## config.mk

```make
export PLATFORM = sky130hd
export DESIGN_NAME = seg7_mux_driver_flat
export DESIGN_NICKNAME = d
export VERILOG_FILES = /design/src/rtl/seg7_pkg.sv /design/src/rtl/seg7_mux_driver_if.sv /design/src/rtl/seg7_hex_encoder.sv /design/src/rtl/seg7_mux_driver.sv /design/src/flat_wrapper.sv
export SDC_FILE = /design/constraint.sdc
export NUM_CORES = 1
export LEC_CHECK = 0
export ABC_AREA = 1
export BUFFER_PORTS_ARGS = -buffer_cell sky130_fd_sc_hd__buf_4
export CORE_AREA = 2 2 80 82
export DETAILED_ROUTE_END_ITERATION = 8
export DIE_AREA = 0 0 82 84
export PLACE_DENSITY_LB_ADDON = 0.1
export SLEW_MARGIN = 25
export SYNTH_ARGS = -nofsm -noshare
export SYNTH_HDL_FRONTEND = slang
export SYNTH_SLANG_ARGS = --single-unit
```

## constraint.sdc

```tcl
create_clock -name clk -period 3.9 [get_ports clk]
set_clock_uncertainty 0.15 [all_clocks]
set_input_delay 0.78 -clock clk [delete_from_list [all_inputs] [get_ports clk]]
set_output_delay 0.78 -clock clk [all_outputs]
set_load 0.05 [all_outputs]
```

## src/rtl/seg7_pkg.sv

```systemverilog
// Shared constants and helpers for the multiplexed 7-segment display driver.
// Segment vectors are {g,f,e,d,c,b,a}, active-high unless a helper says otherwise.
package seg7_pkg;

   localparam int unsigned SegA     = 0;
   localparam int unsigned SegB     = 1;
   localparam int unsigned SegC     = 2;
   localparam int unsigned SegD     = 3;
   localparam int unsigned SegE     = 4;
   localparam int unsigned SegF     = 5;
   localparam int unsigned SegG     = 6;
   localparam int unsigned SegCount = SegG + 1;

   // Index is the hex nibble; lowercase b and d keep them distinct from 8 and 0.
   localparam logic [SegCount-1:0] HexGlyph [16] = '{
      7'b0111111, 7'b0000110, 7'b1011011, 7'b1001111,
      7'b1100110, 7'b1101101, 7'b1111101, 7'b0000111,
      7'b1111111, 7'b1101111, 7'b1110111, 7'b1111100,
      7'b0111001, 7'b1011110, 7'b1111001, 7'b1110001
   };

   function automatic logic [SegCount-1:0] seg_inactive(bit active_low);
      return active_low ? 7'h7F : 7'h00;
   endfunction

   function automatic logic seg_dp_inactive(bit active_low);
      return active_low;
   endfunction

   // Wide enough for the largest legal digit count; callers slice to N_DIGITS.
   function automatic logic [7:0] an_inactive(bit active_low);
      return active_low ? 8'hFF : 8'h00;
   endfunction

endpackage

```

## src/rtl/seg7_mux_driver_if.sv

```systemverilog
// Producer-side bundle of the display driver: value staging inputs and pin outputs.
// master = value producer / board, slave = seg7_mux_driver.
interface seg7_mux_driver_if #(
   parameter int unsigned N_DIGITS = 4
);

   logic                  load;
   logic [4*N_DIGITS-1:0] value;
   logic [N_DIGITS-1:0]   dp;
   logic                  blank_en;
   logic [6:0]            seg;
   logic                  seg_dp;
   logic [N_DIGITS-1:0]   an;
   logic                  frame_tick;

   modport master (
      output load, value, dp, blank_en,
      input  seg, seg_dp, an, frame_tick
   );

   modport slave (
      input  load, value, dp, blank_en,
      output seg, seg_dp, an, frame_tick
   );

endinterface

```

## src/rtl/seg7_hex_encoder.sv

```systemverilog
// Combinational hex nibble to active-high 7-segment glyph.
module seg7_hex_encoder
   import seg7_pkg::*;
(
   input  logic [3:0]          nibble,
   output logic [SegCount-1:0] seg
);

   assign seg = HexGlyph[nibble];

endmodule

```

## src/rtl/seg7_mux_driver.sv

```systemverilog
// Time-multiplexed N-digit 7-segment driver with frame-synchronous shadow updates,
// leading-zero suppression and per-slot anti-ghosting blanking. All pins are registered.
module seg7_mux_driver
   import seg7_pkg::*;
#(
   parameter int unsigned N_DIGITS       = 4,
   parameter int unsigned SCAN_DIV       = 50000,
   parameter int unsigned BLANK_CYC      = 2,
   parameter bit          LZ_SUPPRESS    = 1'b1,
   parameter bit          SEG_ACTIVE_LOW = 1'b1,
   parameter bit          AN_ACTIVE_LOW  = 1'b1
) (
   input logic               clk,
   input logic               rst,
   seg7_mux_driver_if.slave  bus
);

   localparam int unsigned PreW = (SCAN_DIV > 1) ? $clog2(SCAN_DIV) : 1;
   localparam int unsigned DigW = (N_DIGITS > 1) ? $clog2(N_DIGITS) : 1;
   localparam int unsigned ValW = 4 * N_DIGITS;

   localparam logic [PreW-1:0]     PreLast  = PreW'(SCAN_DIV - 1);
   localparam logic [PreW-1:0]     BlankEnd = PreW'(BLANK_CYC);
   localparam logic [DigW-1:0]     DigLast  = DigW'(N_DIGITS - 1);
   localparam logic [7:0]          AnOffAll = an_inactive(AN_ACTIVE_LOW);
   localparam logic [N_DIGITS-1:0] AnOff    = AnOffAll[N_DIGITS-1:0];
   localparam logic [6:0]          SegOff   = seg_inactive(SEG_ACTIVE_LOW);
   localparam logic                SegDpOff = seg_dp_inactive(SEG_ACTIVE_LOW);

   if (N_DIGITS < 1 || N_DIGITS > 8) begin : g_bad_n_digits
      $error("seg7_mux_driver: N_DIGITS must be in 1..8");
   end
   if (SCAN_DIV < 2) begin : g_bad_scan_div
      $error("seg7_mux_driver: SCAN_DIV must be at least 2");
   end
   if (BLANK_CYC >= SCAN_DIV) begin : g_bad_blank_cyc
      $error("seg7_mux_driver: BLANK_CYC must be less than SCAN_DIV");
   end

   // Scan counters
   logic [PreW-1:0] pre_q, pre_d;
   logic [DigW-1:0] dig_q, dig_d;
   logic            pre_last, dig_last, boundary;

   // Staging: pending holds the latest load, shadow is what the scan reads
   logic [ValW-1:0]     shadow_val_q, shadow_val_d;
   logic [N_DIGITS-1:0] shadow_dp_q, shadow_dp_d;
   logic [ValW-1:0]     pend_val_q, pend_val_d;
   logic [N_DIGITS-1:0] pend_dp_q, pend_dp_d;
   logic                pend_flag_q, pend_flag_d;

   // Output registers
   logic [6:0]          seg_q, seg_d;
   logic                seg_dp_q, seg_dp_d;
   logic [N_DIGITS-1:0] an_q, an_d;
   logic                frame_tick_q, frame_tick_d;

   // Current-digit decode
   logic [3:0]          cur_nib;
   logic                cur_dp;
   logic [N_DIGITS-1:0] an_onehot;
   logic                upper_nonzero;
   logic                suppress;
   logic                blank;
   logic [6:0]          glyph;

   assign pre_last = (pre_q == PreLast);
   assign dig_last = (dig_q == DigLast);
   assign boundary = pre_last & dig_last;

   always_comb begin
      pre_d = pre_last ? '0 : pre_q + 1'b1;
      dig_d = dig_q;
      if (pre_last) begin
         dig_d = dig_last ? '0 : dig_q + 1'b1;
      end
   end

   // A load in the boundary cycle bypasses pending so it is shown without a frame of delay.
   always_comb begin
      shadow_val_d = shadow_val_q;
      shadow_dp_d  = shadow_dp_q;
      pend_val_d   = pend_val_q;
      pend_dp_d    = pend_dp_q;
      pend_flag_d  = pend_flag_q;
      if (boundary) begin
         if (bus.load) begin
            shadow_val_d = bus.value;
            shadow_dp_d  = bus.dp;
         end else if (pend_flag_q) begin
            shadow_val_d = pend_val_q;
            shadow_dp_d  = pend_dp_q;
         end
         pend_flag_d = 1'b0;
      end else if (bus.load) begin
         pend_val_d  = bus.value;
         pend_dp_d   = bus.dp;
         pend_flag_d = 1'b1;
      end
   end

   // A digit is a leading zero when it and every more-significant nibble are zero.
   always_comb begin
      cur_nib       = 4'h0;
      cur_dp        = 1'b0;
      an_onehot     = '0;
      upper_nonzero = 1'b0;
      for (int i = 0; i < int'(N_DIGITS); i++) begin
         if (DigW'(i) == dig_q) begin
            cur_nib      = shadow_val_q[4*i +: 4];
            cur_dp       = shadow_dp_q[i];
            an_onehot[i] = 1'b1;
         end
         if (DigW'(i) >= dig_q && shadow_val_q[4*i +: 4] != 4'h0) begin
            upper_nonzero = 1'b1;
         end
      end
   end

   seg7_hex_encoder u_hex_encoder (
      .nibble (cur_nib),
      .seg    (glyph)
   );

   assign suppress = LZ_SUPPRESS && (dig_q != '0) && !upper_nonzero;
   assign blank    = (pre_q < BlankEnd) || bus.blank_en;

   always_comb begin
      seg_d        = (suppress ? 7'h00 : glyph) ^ SegOff;
      seg_dp_d     = cur_dp ^ SegDpOff;
      an_d         = (blank ? '0 : an_onehot) ^ AnOff;
      frame_tick_d = boundary;
   end

   always_ff @(posedge clk) begin
      if (rst) begin
         pre_q        <= '0;
         dig_q        <= '0;
         shadow_val_q <= '0;
         shadow_dp_q  <= '0;
         pend_val_q   <= '0;
         pend_dp_q    <= '0;
         pend_flag_q  <= 1'b0;
         seg_q        <= SegOff;
         seg_dp_q     <= SegDpOff;
         an_q         <= AnOff;
         frame_tick_q <= 1'b0;
      end else begin
         pre_q        <= pre_d;
         dig_q        <= dig_d;
         shadow_val_q <= shadow_val_d;
         shadow_dp_q  <= shadow_dp_d;
         pend_val_q   <= pend_val_d;
         pend_dp_q    <= pend_dp_d;
         pend_flag_q  <= pend_flag_d;
         seg_q        <= seg_d;
         seg_dp_q     <= seg_dp_d;
         an_q         <= an_d;
         frame_tick_q <= frame_tick_d;
      end
   end

   assign bus.seg        = seg_q;
   assign bus.seg_dp     = seg_dp_q;
   assign bus.an         = an_q;
   assign bus.frame_tick = frame_tick_q;

endmodule

```

## src/flat_wrapper.sv

```systemverilog
// flat-port wrapper written by rule: the top's interface ports become plain ports
module seg7_mux_driver_flat import seg7_pkg::*;
#(
   parameter int unsigned N_DIGITS       = 4,
   parameter int unsigned SCAN_DIV       = 50000,
   parameter int unsigned BLANK_CYC      = 2,
   parameter bit          LZ_SUPPRESS    = 1'b1,
   parameter bit          SEG_ACTIVE_LOW = 1'b1,
   parameter bit          AN_ACTIVE_LOW  = 1'b1
)
  (clk, rst, bus_load, bus_value, bus_dp, bus_blank_en, bus_seg, bus_seg_dp, bus_an, bus_frame_tick);
  seg7_mux_driver_if #(.N_DIGITS(N_DIGITS)) bus_i ();
  input logic clk;
  input logic rst;
  input wire logic [$bits(bus_i.load)-1:0] bus_load;
  input wire logic [$bits(bus_i.value)-1:0] bus_value;
  input wire logic [$bits(bus_i.dp)-1:0] bus_dp;
  input wire logic [$bits(bus_i.blank_en)-1:0] bus_blank_en;
  output wire logic [$bits(bus_i.seg)-1:0] bus_seg;
  output wire logic [$bits(bus_i.seg_dp)-1:0] bus_seg_dp;
  output wire logic [$bits(bus_i.an)-1:0] bus_an;
  output wire logic [$bits(bus_i.frame_tick)-1:0] bus_frame_tick;
  assign bus_i.load = bus_load;
  assign bus_i.value = bus_value;
  assign bus_i.dp = bus_dp;
  assign bus_i.blank_en = bus_blank_en;
  assign bus_seg = bus_i.seg;
  assign bus_seg_dp = bus_i.seg_dp;
  assign bus_an = bus_i.an;
  assign bus_frame_tick = bus_i.frame_tick;
  seg7_mux_driver #(.N_DIGITS(N_DIGITS), .SCAN_DIV(SCAN_DIV), .BLANK_CYC(BLANK_CYC), .LZ_SUPPRESS(LZ_SUPPRESS), .SEG_ACTIVE_LOW(SEG_ACTIVE_LOW), .AN_ACTIVE_LOW(AN_ACTIVE_LOW)) u_core (.clk(clk), .rst(rst), .bus(bus_i));
endmodule
```

==> impl_results.md, run 1 <==
* Status: completed
* Post-Syn Instances at 529
* DIE WIDTH at 82 um
* Power per cell area at 339 nW/um^2
* Slowest-stage cell, CP: a21boi_0
* DIE HEIGHT at 84 um
* FP Rows at 29
* Fmax at 0.390 GHz
* Maxcap violations at 0
* Slowest cell delay on critical path at 550 ps
* Core Region at 6100 sq um
* Static Leak at 1.88 nW
* DR WL met2 at 3850 um
* Critical-path cell list: inv_1, ha_1, inv_1, nand3_1, nand2_1, a21boi_0, ha_1, inv_1, nand2_1, nand3_1, nand3_1
* Worst min path class: reg -> reg
* Design area at 4120 sq um
* Worst Hold Depth at 1
* Drt wl/cell at 12.5 um
* Total power at 1.40 mW
* Min cycle time layout at 2570 ps
* Synth Cell Area at 3710 sq um
* Initial antenna violation count at 0
* Crit path kind: reg -> reg
* Reg2Reg Launch Point: u_core.dig_q[1]
* Register bit count reported by yosys at 72
* Dpl hpwl at 5500 um
* Nets@finish at 588
* Clk sinks at 72
* Net count after synthesis at 565
* Endpoints failing setup at 0
* Ant. Diodes at 0
* Area leader, netlist: dfxtp_1
* Slew margin rel. at 0.481
* RSZ-0062 raised after global routing: false
* Highest metal used: met4
* Post-CTS Resized at 0
* CTS Hold Bufs at 0
* R2R depth at 11
* Sequential area share after synthesis at 0.388
* Layout area overhead at 11.0%
* Clock slew at reported path FFs at 70 ps
* R2r endpoint: u_core.bus.seg[3]
* Final slew viol count at 0
* DR vias at 3372
* I/O Pins at 37
* Critical Path RT at 3980 ps
* Vias in the first global route at 3068
* WL final at 7910 um
* Data arrival time of the worst path at 2640 ps
* Total congestion overflow at 0
* VDD IR max at 0.328 mV
* R2r setup slk at 1330 ps
* Final Cycle Share at 0.658
* Global-route wire length before repair at 13300 um
* Share of cells above drive strength 1 at 0.114
* Total track usage at 0.243
* Synth cell types at 28
* H-tree Lvls at 3
* M1 WL at 3610 um
* RD Place Congestion at 0.934
* Final Hold Viols at 0
* Largest buffer count on any clock path at 2
* Residual DRC at 0
* Ranking of synthesized cells by area: dfxtp_1, nand2_1, nor2_1
* WL met3 at 294 um
* Critical path capture point type: register
* Clock Latency Late Sink at 350 ps
* Placed Area at 3970 sq um
* Die Area at 6890 sq um
* Root buf cell: clkbuf_8
* DRT antenna net count at 0
* WP buf/inv at 3
* Setup bufs post-CTS at 0
* First-pass DRT Iterations at 4
* Largest net degree at the start of global routing at 43
* WHS Endpoint: u_core.pre_q[0]
* Largest delay share family, worst path: adder cells
* DR vias/cell at 5.34
* CP Max Fanout at 7
* 1st-iter DRT viols at 203
* TritonCTS Buffers at 9
* CP startpoint kind: register
* TNS Setup at 0 ps
* Initial core utilization at 0.609
* TritonCTS clock tree: built
* Hold path start: u_core.pre_q[0]
* Worst slew pin tran at 778 ps
* Yosys Warn Count at 0
* Share of the synthesized area in the top cell type at 0.388
* Avg Inst Size Synth at 7.02 sq um
* PortBufs at 36
==> sequential cells by signal (all words and copies together), names as in the netlist <==
| name | flops |
|---|---|
| u_core.bus.an | 4 |
| u_core.pend_flag_q | 1 |
| u_core.dig_q | 2 |
| u_core.shadow_val_q | 16 |
| u_core.pend_val_q | 16 |
| u_core.bus.seg_dp | 1 |
| u_core.pre_q | 16 |
| u_core.pend_dp_q | 4 |
| u_core.bus.seg | 7 |
| u_core.shadow_dp_q | 4 |
| u_core.bus.frame_tick | 1 |
==> synthesized netlist by cell type <==
| cell | number |
|---|---|
| nand2_1 | 107 |
| nor3b_1 | 1 |
| buf_6 | 2 |
| inv_1 | 49 |
| nand3_1 | 42 |
| buf_4 | 2 |
| nor2_4 | 2 |
| xnor2_1 | 2 |
| xor2_1 | 4 |
| dfxtp_1 | 72 |
| or2_2 | 6 |
| o21ai_0 | 5 |
| nor3_2 | 1 |
| nor2_2 | 1 |
| a21oi_1 | 38 |
| mux2i_1 | 20 |
| clkbuf_1 | 7 |
| nor3_1 | 10 |
| o31ai_1 | 1 |
| o21ai_1 | 1 |
| buf_2 | 11 |
| a21boi_0 | 1 |
| ha_1 | 12 |
| nand4_1 | 31 |
| buf_1 | 6 |
| nor2_1 | 91 |
| o211ai_1 | 2 |
| nand2_2 | 2 |
==> report_power, final <==
part           internal [mW]  total [mW]  switching, mW
registers              0.757       0.767         0.0101
logic                 0.0539       0.131         0.0776
clock network          0.241       0.500          0.259
total                   1.05        1.40          0.347
==> worst max-delay path by stage <==
stage / from / end / slack (ps) / cells past startpoint
after floorplan: u_core.dig_q[0] / u_core.bus.seg[3] / 1710 / 11
after global placement: u_core.pre_q[1] / u_core.pend_dp_q[0] / 1490 / 9
after detailed placement: u_core.dig_q[1] / u_core.bus.seg[3] / 1340 / 11
after CTS: u_core.dig_q[1] / u_core.bus.seg[3] / 1320 / 11
after global routing: u_core.pre_q[1] / u_core.shadow_dp_q[3] / 1090 / 9
final: u_core.dig_q[1] / u_core.bus.seg[3] / 1330 / 11
==> layout by cell type (no fill, tap or decap), drive strengths merged <==
cell	count
nand2	109
nor2	94
dfxtp	72
inv	49
nand3	42
buf	40
a21oi	38
nand4	31
mux2i	20
clkbuf	13
ha	12
nor3	11
or2	6
o21ai	6
xor2	4
xnor2	2
o211ai	2
a21boi	1
nor3b	1
o31ai	1
clkinv	1
==> layer usage <==
layer | vias to the layer above | track usage
met3 | 13 | 0.0465
met1 | 1538 | 0.312
met4 | 0 | 0.111
li1 | 1762 | -
met5 | - | 0
met2 | 59 | 0.388
==> cell families (layout without fill, tap and decap cells) <==
| logic type | after synthesis | in the layout | synth area share |
|---|---|---|---|
| AND/OR/NAND/NOR | 294 | 294 | 0.348 |
| buffers and inverters | 77 | 103 | 0.0876 |
| flip-flops | 72 | 72 | 0.388 |
| AO/OA/AOI/OAI | 48 | 48 | 0.0674 |
| multiplexers | 20 | 20 | 0.0539 |
| adder cells (fa/ha/maj) | 12 | 12 | 0.0404 |
| XOR/XNOR | 6 | 6 | 0.0142 |
==> worst reg2reg max path, stage by stage (launching register included) <==
cell and delay [ps]:
dfxtp_1 340, inv_1 120, ha_1 300, inv_1 170, nand3_1 100, nand2_1 70, a21boi_0 550, ha_1 350
inv_1 60, nand2_1 60, nand3_1 100, nand3_1 80
==> layout make-up <==
| cell class | instances | area (sq um) |
|---|---|---|
| Multi-Input combinational cell | 380 | 1950 |
| Clock inverter | 1 | 5.00 |
| Tap cell | 77 | 96.3 |
| Fill cell | 565 | 1970 |
| Sequential cell | 72 | 1440 |
| Timing Repair Buffer | 40 | 300 |
| Inverter | 49 | 184 |
| Clock buffer | 13 | 149 |
==> metrics by stage <==
step	std cells	hold WS [ps]	setup WS, ps	utilization
finish	632	310	1330	0.676
global route	632	346	1090	0.676
CTS	632	315	1320	0.676
detailed placement	618	298	1340	0.651
global placement	618	276	1490	0.651
floorplan	529	268	1710	-
Power figures use the tool's default switching activity.
==> run 2, diff against run 1 <==
--- a/config.mk
+++ b/config.mk
@@ -7,9 +7,9 @@
 export LEC_CHECK = 0
 export ABC_AREA = 1
 export BUFFER_PORTS_ARGS = -buffer_cell sky130_fd_sc_hd__buf_4
-export CORE_AREA = 2 2 80 82
+export CORE_AREA = 2 2 83 85
 export DETAILED_ROUTE_END_ITERATION = 8
-export DIE_AREA = 0 0 82 84
+export DIE_AREA = 0 0 85 87
 export PLACE_DENSITY_LB_ADDON = 0.1
 export SLEW_MARGIN = 25
 export SYNTH_ARGS = -nofsm -noshare
==> constraint.sdc (replaced) <==
create_clock -name clk -period 2.47 [get_ports clk]
set_clock_uncertainty 0.15 [all_clocks]
set_input_delay 0.494 -clock clk [delete_from_list [all_inputs] [get_ports clk]]
set_output_delay 0.494 -clock clk [all_outputs]
set_load 0.05 [all_outputs]
==> impl_results.md, run 2 (synthesized netlist as in run 1, its figures left out) <==
* Power per cell area at 563 nW/um^2
* WL final at 8090 um
* R2r setup slk at 280 ps
* Largest buffer count on any clock path at 2
* Clk sinks at 72
* TNS Setup at 0 ps
* Commonest non-fill, non-tap cells in the layout: nand2_1, nor2_1, dfxtp_1, inv_1, buf_4
* Total congestion overflow at 0
* DR vias at 3339
* Power Internal at 1.81 mW
* Residual DRC at 0
* H-tree Lvls at 3
* Static Leak at 1.92 nW
* Worst Hold Depth at 2
* Crit path kind: reg -> reg
* 1st-iter DRT viols at 167
* Dpl hpwl at 5870 um
* Final Cycle Share at 0.888
* Total track usage at 0.231
* TritonCTS Buffers at 9
* Hold path start: rst
* Endpoints failing setup at 0
* DR vias/cell at 5.21
* RD Place Congestion at 0.925
* Area occupied by multi-input gates at 1950 sq um
* Worst slew pin tran at 556 ps
* Critical path capture point type: register
* CTS Hold Bufs at 0
* Psw at 0.565 mW
* DRT antenna net count at 0
* Post-CTS Resized at 0
* Drt wl/cell at 12.6 um
* TritonCTS clock tree: built
* Status: completed
* Slew margin rel. at 0.629
* CP Max Fanout at 7
* R2R depth at 14
* Critical Path RT at 2550 ps
* Final slew viol count at 0
* Layout Cells excl Fill at 641
* DP Cell Count at 625
* Sequential share of power at 0.510
* FF+latch area at 1440 sq um
* FP Rows at 30
* DIE WIDTH at 85 um
* Nets@finish at 592
* Ant. Diodes at 0
* Reg2Reg Launch Point: u_core.dig_q[1]
* DIE HEIGHT at 87 um
* PortBufs at 36
* Final Hold Viols at 0
* Fmax at 0.456 GHz
* Gate power share at 0.089
* Layout area overhead at 13.5%
* Commonest non-fill, non-tap cell in the layout: nand2_1
* Vias in the first global route at 3046
* Clock slew at reported path FFs at 80 ps
* WHS Endpoint: u_core.bus.frame_tick
* First-pass DRT Iterations at 4
* Initial core utilization at 0.565
* Maxcap violations at 0
* I/O Pins at 37
* Switch share at 0.238
* Worst min path class: in -> reg
* Data arrival time of the worst path at 2280 ps
* Clock Latency Late Sink at 340 ps
* Root buf cell: clkbuf_8
* Initial antenna violation count at 0
* Global-route wire length before repair at 13900 um
* Largest net degree at the start of global routing at 48
* VDD IR max at 0.503 mV
* Filler Cell Count at 622
* CP startpoint kind: register
* R2r endpoint: u_core.bus.seg[1]
* Core Region at 6570 sq um
* Setup bufs post-CTS at 0
* Clk pwr share at 0.400
* RSZ-0062 raised after global routing: false
* Share of cells above drive strength 1 at 0.123
* Die Area at 7400 sq um
* Min cycle time layout at 2190 ps
* Regs by FF count: u_core.pend_val_q: 16 flops, u_core.pre_q: 16 flops, u_core.shadow_val_q: 16 flops
## run 2: cell types whose count changed in the layout (fill, tap and decap cells not counted), sizes merged
| cell | change |
|---|---|
| buf | +4 |
| bufinv | +1 |
| clkbuf | +1 |
| clkinv | -1 |
| clkinvlp | +1 |
## run 2: layout make-up
type	instances	area share
well taps	80	0.0237
multi-input cells	380	0.462
clock inverters	2	0.00890
repair buffers	44	0.0813
clock buffers	14	0.0386
flip-flops and latches	72	0.342
inverters	49	0.0436
## run 2: power groups by stage
stage / sequential, mW / clock, mW / combinational [mW]
2_1_floorplan: 1.26 / 0 / 0.124
3_3_place_gp: 1.24 / 0 / 0.209
3_5_place_dp: 1.24 / 0 / 0.213
4_1_cts: 1.21 / 0.972 / 0.213
5_1_grt: 1.21 / 1.03 / 0.241
6_report: 1.21 / 0.949 / 0.212
## run 2: critical path, stage by stage (launching register included)
cell	delay, ps
dfxtp_1	380
inv_1	100
ha_1	270
inv_1	170
nand2_1	70
nand3_1	60
nand2_1	50
nand2_1	150
inv_1	110
ha_1	280
inv_1	30
nand2_1	70
nand2_1	60
nand2_1	80
nand2_1	40
## run 2: worst max-delay path by stage
stage | cells past startpoint | to | from
after floorplan | 11 | u_core.bus.seg[3] | u_core.dig_q[0]
after global placement | 11 | u_core.bus.seg[3] | u_core.dig_q[0]
after detailed placement | 14 | u_core.bus.seg[1] | u_core.dig_q[1]
after CTS | 14 | u_core.bus.seg[1] | u_core.dig_q[1]
after global routing | 12 | u_core.bus.seg[1] | u_core.dig_q[0]
final | 14 | u_core.bus.seg[1] | u_core.dig_q[1]
## run 2: layer usage
| metal | GRT usage | share of wire | vias up |
|---|---|---|---|
| met1 | 0.329 | 0.50 | 1497 |
| met5 | 0 | 0 | - |
| met2 | 0.355 | 0.45 | 67 |
| li1 | - | - | 1771 |
| met4 | 0.0592 | 0.0063 | 0 |
| met3 | 0.0540 | 0.042 | 4 |
## run 2: stage by stage
| stage | power (mW) | setup WS (ps) | utilization | hold slack [ps] | area (sq um) |
|---|---|---|---|---|---|
| floorplan | 1.38 | 280 | - | 268 | 3710 |
| global placement | 1.45 | 342 | 0.611 | 285 | 4020 |
| detailed placement | 1.45 | 286 | 0.611 | 295 | 4020 |
| CTS | 2.40 | 278 | 0.642 | 153 | 4220 |
| global route | 2.48 | 80.2 | 0.642 | 148 | 4220 |
| finish | 2.37 | 276 | 0.642 | 162 | 4220 |
